File: src/rtl/regfile_sb.sv
// Register file with per-register scoreboard busy bits and a sequential bulk-clear engine.
// Optional macro REGFILE_SB_BYPASS_EN forwards same-cycle write data and busy state to the read ports.
module regfile_sb #(
  parameter int XLEN = 32,
  parameter int NREG = 32,
  localparam int AW = $clog2(NREG)
) (
  input  logic            i_clk,
  input  logic            i_rst_n,
  input  logic [AW-1:0]   i_Rnum1,
  input  logic [AW-1:0]   i_Rnum2,
  output logic [XLEN-1:0] o_Rd1,
  output logic [XLEN-1:0] o_Rd2,
  output logic            o_Busy1,
  output logic            o_Busy2,
  input  logic            i_Wen,
  input  logic [AW-1:0]   i_Wnum,
  input  logic [XLEN-1:0] i_Wd,
  input  logic            i_Alloc_en,
  input  logic [AW-1:0]   i_Alloc_num,
  input  logic            i_Clr,
  output logic            o_Clr_busy,
  output logic            o_Rdy
);

  localparam logic [AW-1:0] LAST_IDX = AW'(NREG - 1);
  localparam logic [AW-1:0] ONE_IDX  = AW'(1);

  typedef enum logic {
    S_IDLE  = 1'b0,
    S_CLEAR = 1'b1
  } state_t;

  state_t          state_q;
  state_t          state_d;
  logic [AW-1:0]   cnt_q;
  logic [XLEN-1:0] mem_q [NREG];
  logic [NREG-1:0] busy_q;

  logic rdy;
  logic clr_act;
  logic wr_acc;
  logic alloc_acc;

  // Register 0 is never written or allocated, so it stays at its reset value forever.
  assign wr_acc    = i_Wen      && rdy && (i_Wnum      != '0);
  assign alloc_acc = i_Alloc_en && rdy && (i_Alloc_num != '0);

  always_ff @(posedge i_clk or negedge i_rst_n) begin
    if (!i_rst_n) begin
      state_q <= S_IDLE;
    end else begin
      state_q <= state_d;
    end
  end

  always_comb begin
    state_d = state_q;
    case (state_q)
      S_IDLE:  if (i_Clr) state_d = S_CLEAR;
      S_CLEAR: if (cnt_q == LAST_IDX) state_d = S_IDLE;
      default: state_d = S_IDLE;
    endcase
  end

  always_comb begin
    clr_act = (state_q == S_CLEAR);
    rdy     = !clr_act;
  end

  always_ff @(posedge i_clk or negedge i_rst_n) begin
    if (!i_rst_n) begin
      cnt_q <= '0;
    end else if (state_q == S_IDLE && i_Clr) begin
      cnt_q <= ONE_IDX;
    end else if (clr_act) begin
      cnt_q <= cnt_q + ONE_IDX;
    end
  end

  // Writes and the clear walker are mutually exclusive because writes need rdy.
  always_ff @(posedge i_clk or negedge i_rst_n) begin
    if (!i_rst_n) begin
      for (int i = 0; i < NREG; i++) mem_q[i] <= '0;
    end else begin
      if (wr_acc)  mem_q[i_Wnum] <= i_Wd;
      if (clr_act) mem_q[cnt_q]  <= '0;
    end
  end

  // Alloc is applied after the write clear so the newer producer wins on a collision.
  always_ff @(posedge i_clk or negedge i_rst_n) begin
    if (!i_rst_n) begin
      busy_q <= '0;
    end else begin
      if (wr_acc)    busy_q[i_Wnum]      <= 1'b0;
      if (alloc_acc) busy_q[i_Alloc_num] <= 1'b1;
      if (clr_act)   busy_q[cnt_q]       <= 1'b0;
    end
  end

  always_comb begin
    o_Rd1   = mem_q[i_Rnum1];
    o_Busy1 = busy_q[i_Rnum1];
`ifdef REGFILE_SB_BYPASS_EN
    if (wr_acc && (i_Wnum == i_Rnum1)) begin
      o_Rd1   = i_Wd;
      o_Busy1 = alloc_acc && (i_Alloc_num == i_Rnum1);
    end
`endif
    if (i_Rnum1 == '0) begin
      o_Rd1   = '0;
      o_Busy1 = 1'b0;
    end
  end

  always_comb begin
    o_Rd2   = mem_q[i_Rnum2];
    o_Busy2 = busy_q[i_Rnum2];
`ifdef REGFILE_SB_BYPASS_EN
    if (wr_acc && (i_Wnum == i_Rnum2)) begin
      o_Rd2   = i_Wd;
      o_Busy2 = alloc_acc && (i_Alloc_num == i_Rnum2);
    end
`endif
    if (i_Rnum2 == '0) begin
      o_Rd2   = '0;
      o_Busy2 = 1'b0;
    end
  end

  assign o_Clr_busy = clr_act;
  assign o_Rdy      = rdy;

endmodule

File: config.mk
export PLATFORM = sky130hd
export DESIGN_NAME = regfile_sb
export DESIGN_NICKNAME = d
export VERILOG_FILES = /design/src/rtl/regfile_sb.sv
export SDC_FILE = /design/constraint.sdc
export NUM_CORES = 2
export LEC_CHECK = 0
export BUFFER_PORTS_ARGS = -buffer_cell sky130_fd_sc_hd__buf_4
export CAP_MARGIN = 15
export CORE_MARGIN = 2
export CORE_UTILIZATION = 45
export DETAILED_ROUTE_END_ITERATION = 6
export GPL_ROUTABILITY_DRIVEN = 1
export GPL_TIMING_DRIVEN = 1
export PLACE_DENSITY = 0.69
export SETUP_SLACK_MARGIN = 0.3
export SLEW_MARGIN = 30
export SYNTH_ARGS = -nofsm -noshare
export SYNTH_HDL_FRONTEND = slang
export SYNTH_SLANG_ARGS = --single-unit
File: constraint.sdc
create_clock -name i_clk -period 4.6 [get_ports i_clk]
set_input_delay 0.23 -clock i_clk [delete_from_list [all_inputs] [get_ports i_clk]]
set_output_delay 0.23 -clock i_clk [all_outputs]
set_load 0.03 [all_outputs]
==> reports/results.ini <==
[status]
status=finished, violations left
violations=DRC

[die]
die_w_um=367
die_h_um=367
design.core.area_um2=131000
row_count=133
start_util_pct=45.2
die_area_um2=134000
ios=125

[cts]
cts_buffers=113
clock_tree.root_cell=clkbuf_16
cts_sinks=1062
cts_tree=done
cts_setup_buffers=0
clkTransAtPathRegs_ns=0.06
htree_levels=3
ctsLongestPathBuffers=3
clkLatencyLatePin_ns=0.77

[placement]
dpl.cell_count=7541
dp_hpwl_um=156000
post_dp_cell_area_um2=62000
gp_congestion=0.997
portBuffers=124

[final_layout]
stdcell_area_um2=66500
final_cells=7806
fillers=11475
drive_gt1_share_pct=19.1
areaGrowthSynthToFinish_pct=12.4
fin_nets=6011

[detailed_routing]
avgRoutedWirePerCell_um=32.6
firstDrtPassIters=7
num_vias=54255
drc_errors=3
routed_wirelength_um=254000
vias_per_cell=6.95
ant_nets=0
drt-initial-drc-count=8862

[global_routing]
grt_overflow=0
grt_use_total_pct=37.3
grt_pass1_vias=52849
grt_max_degree=122
antenna_found_initial=17
grt_pass1_wl_um=366000

[power]
peakVddDrop_mv=0.367
leakage_nw=27.4
power.internal_w=0.0189
p_sw_w=0.00904
p_seq_share_pct=42.5
p_comb_share_pct=22.2
powerDensity_nw_per_um2=420
swShare_pct=32.4
clkPwrFrac_pct=35.3
power_w=0.0279

[synth]
synth.most_common_cell=nand2_1
yosys-top-cells-count=2,044 x nand2_1, 1,062 x dfrtp_1, 994 x a21oi_1, 462 x mux4_2, 410 x clkbuf_1
syn-num-nets=6154
synthArstFlopShare_pct=100
syn_area_per_cell_um2=9.71
netlist_instances=6092
synth_top_area_cell=dfrtp_1
netlist_area_um2=59100
ys_warn_count=0
synth_ff_type=dfrtp_1
yosysSeqAreaShare_pct=44.9
netlist_top_cells_area=dfrtp_1 45%, mux4_2 18%, nand2_1 13%
yosysUniqueCellTypes=45
synth_edf_count=0
ys_seq_elements=1062
yosys.area.top_type_share_pct=44.9

[sta]
worst_slew_pin_slew_ns=1.08
slew_headroom_pct=27.5
layout_min_cycle_time_ns=3.62
finalHoldViolations=0
slew_violations=0
max_freq_mhz=276
whs_ns=0.145
rsz0062_at_grt=false
tns_ns=0
finalSetupViolCount=0
fin_crit_sh_pct=78.8
finalClockSkew_ns=0.0417

[job]
cap_violations=0

[critical_path]
cp-start-kind=primary input
worstPathRequired_ns=4.37
endpoint_kind=output port
path_class=in2out
slowest_delay_ns=0.80
crit_top_cell=buf_4
path_cells=buf_6 > clkinv_2 > buf_4 > buf_4 > mux2_2 > o21ai_0 > a311oi_1 > buf_4
critPathMaxFanout=43
crit_slowest_cell=a311oi_1
worstPathArrival_ns=3.39

[min_path]
min_path_type=in2reg

registers in the layout, indices dropped and copies added, names as in the netlist:
register and cells:
mem_q 1024, busy_q 32, o_Clr_busy 1, cnt_q 5
power by group through the flow:
| stage | Combinational (W) | Clock (W) | Sequential, W |
|---|---|---|---|
| final | 0.00620 | 0.00986 | 0.0119 |
| after global placement | 0.00579 | 0 | 0.0119 |
| after global routing | 0.00649 | 0.0102 | 0.0120 |
| after CTS | 0.00598 | 0.00981 | 0.0118 |
| after floorplan | 0.00385 | 0 | 0.0116 |
| after detailed placement | 0.00593 | 0 | 0.0120 |
stage by stage:
step | setup slack [ns] | utilization [%]
4_1_cts | 1.20 | 50.7
5_1_grt | 0.994 | 50.8
3_3_place_gp | 1.06 | 47.2
2_1_floorplan | 2.19 | -
3_5_place_dp | 1.20 | 47.3
6_report | 0.977 | 50.8
repair_timing:
| item | 4_1_cts | 5_1_grt |
|---|---|---|
| endpoints found under the hold margin | 1098 | 17 |
| setup endpoints to repair | 0 | 0 |
| hold buffers | 43 | 1 |
| gates resized for setup | 0 | 0 |
layer usage:
layer / up-vias / global-route usage (%) / part of all wire [%]
li1: 21128 / - / -
met1: 26563 / 46.0 / 33
met2: 5038 / 51.7 / 41
met3: 1508 / 16.1 / 17
met4: 18 / 27.3 / 9.0
met5: - / 1.71 / 0.12
worst paths after layout:
| path | startpoint | to | slack, ns | depth (start not counted) |
|---|---|---|---|---|
| max | i_Rnum1[0] | o_Rd1[8] | 0.98 | 8 |
| min | i_Alloc_en | busy_q[18] | 0.14 | 5 |
| min in group asynchronous | i_rst_n | mem_q[970] | 0.47 | 3 |
| min reg2reg | mem_q[1002] | mem_q[1002] | 0.52 | 1 |
| max in group asynchronous | i_rst_n | mem_q[959] | 2.54 | 5 |
| max reg2reg | o_Clr_busy | busy_q[16] | 1.52 | 6 |
layout by cell type, fill, tap and decap left out, types with 11 or more instances in the layout:
master / Yosys / final
buf_12: 0 / 27
a211oi_1: 66 / 66
buf_4: 27 / 284
a221oi_1: 49 / 49
clkinv_2: 0 / 23
a22oi_1: 97 / 97
nor2_4: 0 / 30
clkbuf_1: 410 / 20
nor2b_1: 107 / 103
o21ai_1: 14 / 14
o21ai_0: 104 / 104
a311oi_1: 66 / 64
bufinv_16: 0 / 11
mux4_2: 462 / 462
clkbuf_16: 0 / 114
o2111ai_1: 17 / 17
dlygate4sd3_1: 0 / 44
nand2_1: 2044 / 2034
clkbuf_8: 0 / 33
mux2_2: 66 / 66
a21oi_1: 994 / 994
nand3_2: 0 / 13
nor2_1: 71 / 40
dfrtp_1: 1062 / 1061
mux2i_1: 132 / 132
critical path: cells and delay by family:
kind                   cells  cell delay, ns
AOI/OAI and AO/OA          2            0.91
muxes                      1            0.24
buffers and inverters      5            1.91
cell type report:
type	count	area (µm²)	share of cell area (%)
repair buffers	368	3360	5.05
clock inverters	40	568	0.854
diodes	10	25.0	0.0376
inverters	5	21.3	0.0320
flip-flops and latches	1062	26600	40.0
multi-input cells	4399	30400	45.7
well taps	1755	2200	3.30
clock buffers	167	3380	5.09
kinds of logic (layout without fill, tap and decap cells):
kind of cell               count (synthesis)  in the layout  synth area share (%)
AOI/OAI and AO/OA                       1409           1409                  13.5
adders and majority gates                  5              5                 0.106
buffers and inverters                    631            580                  4.64
DFF                                     1062           1062                  44.9
muxes                                    660            660                  21.1
other                                      0             10                     0
and+or+nand+nor                         2325           2325                  15.8
No activity file was read; power rests on OpenSTA's default activity.
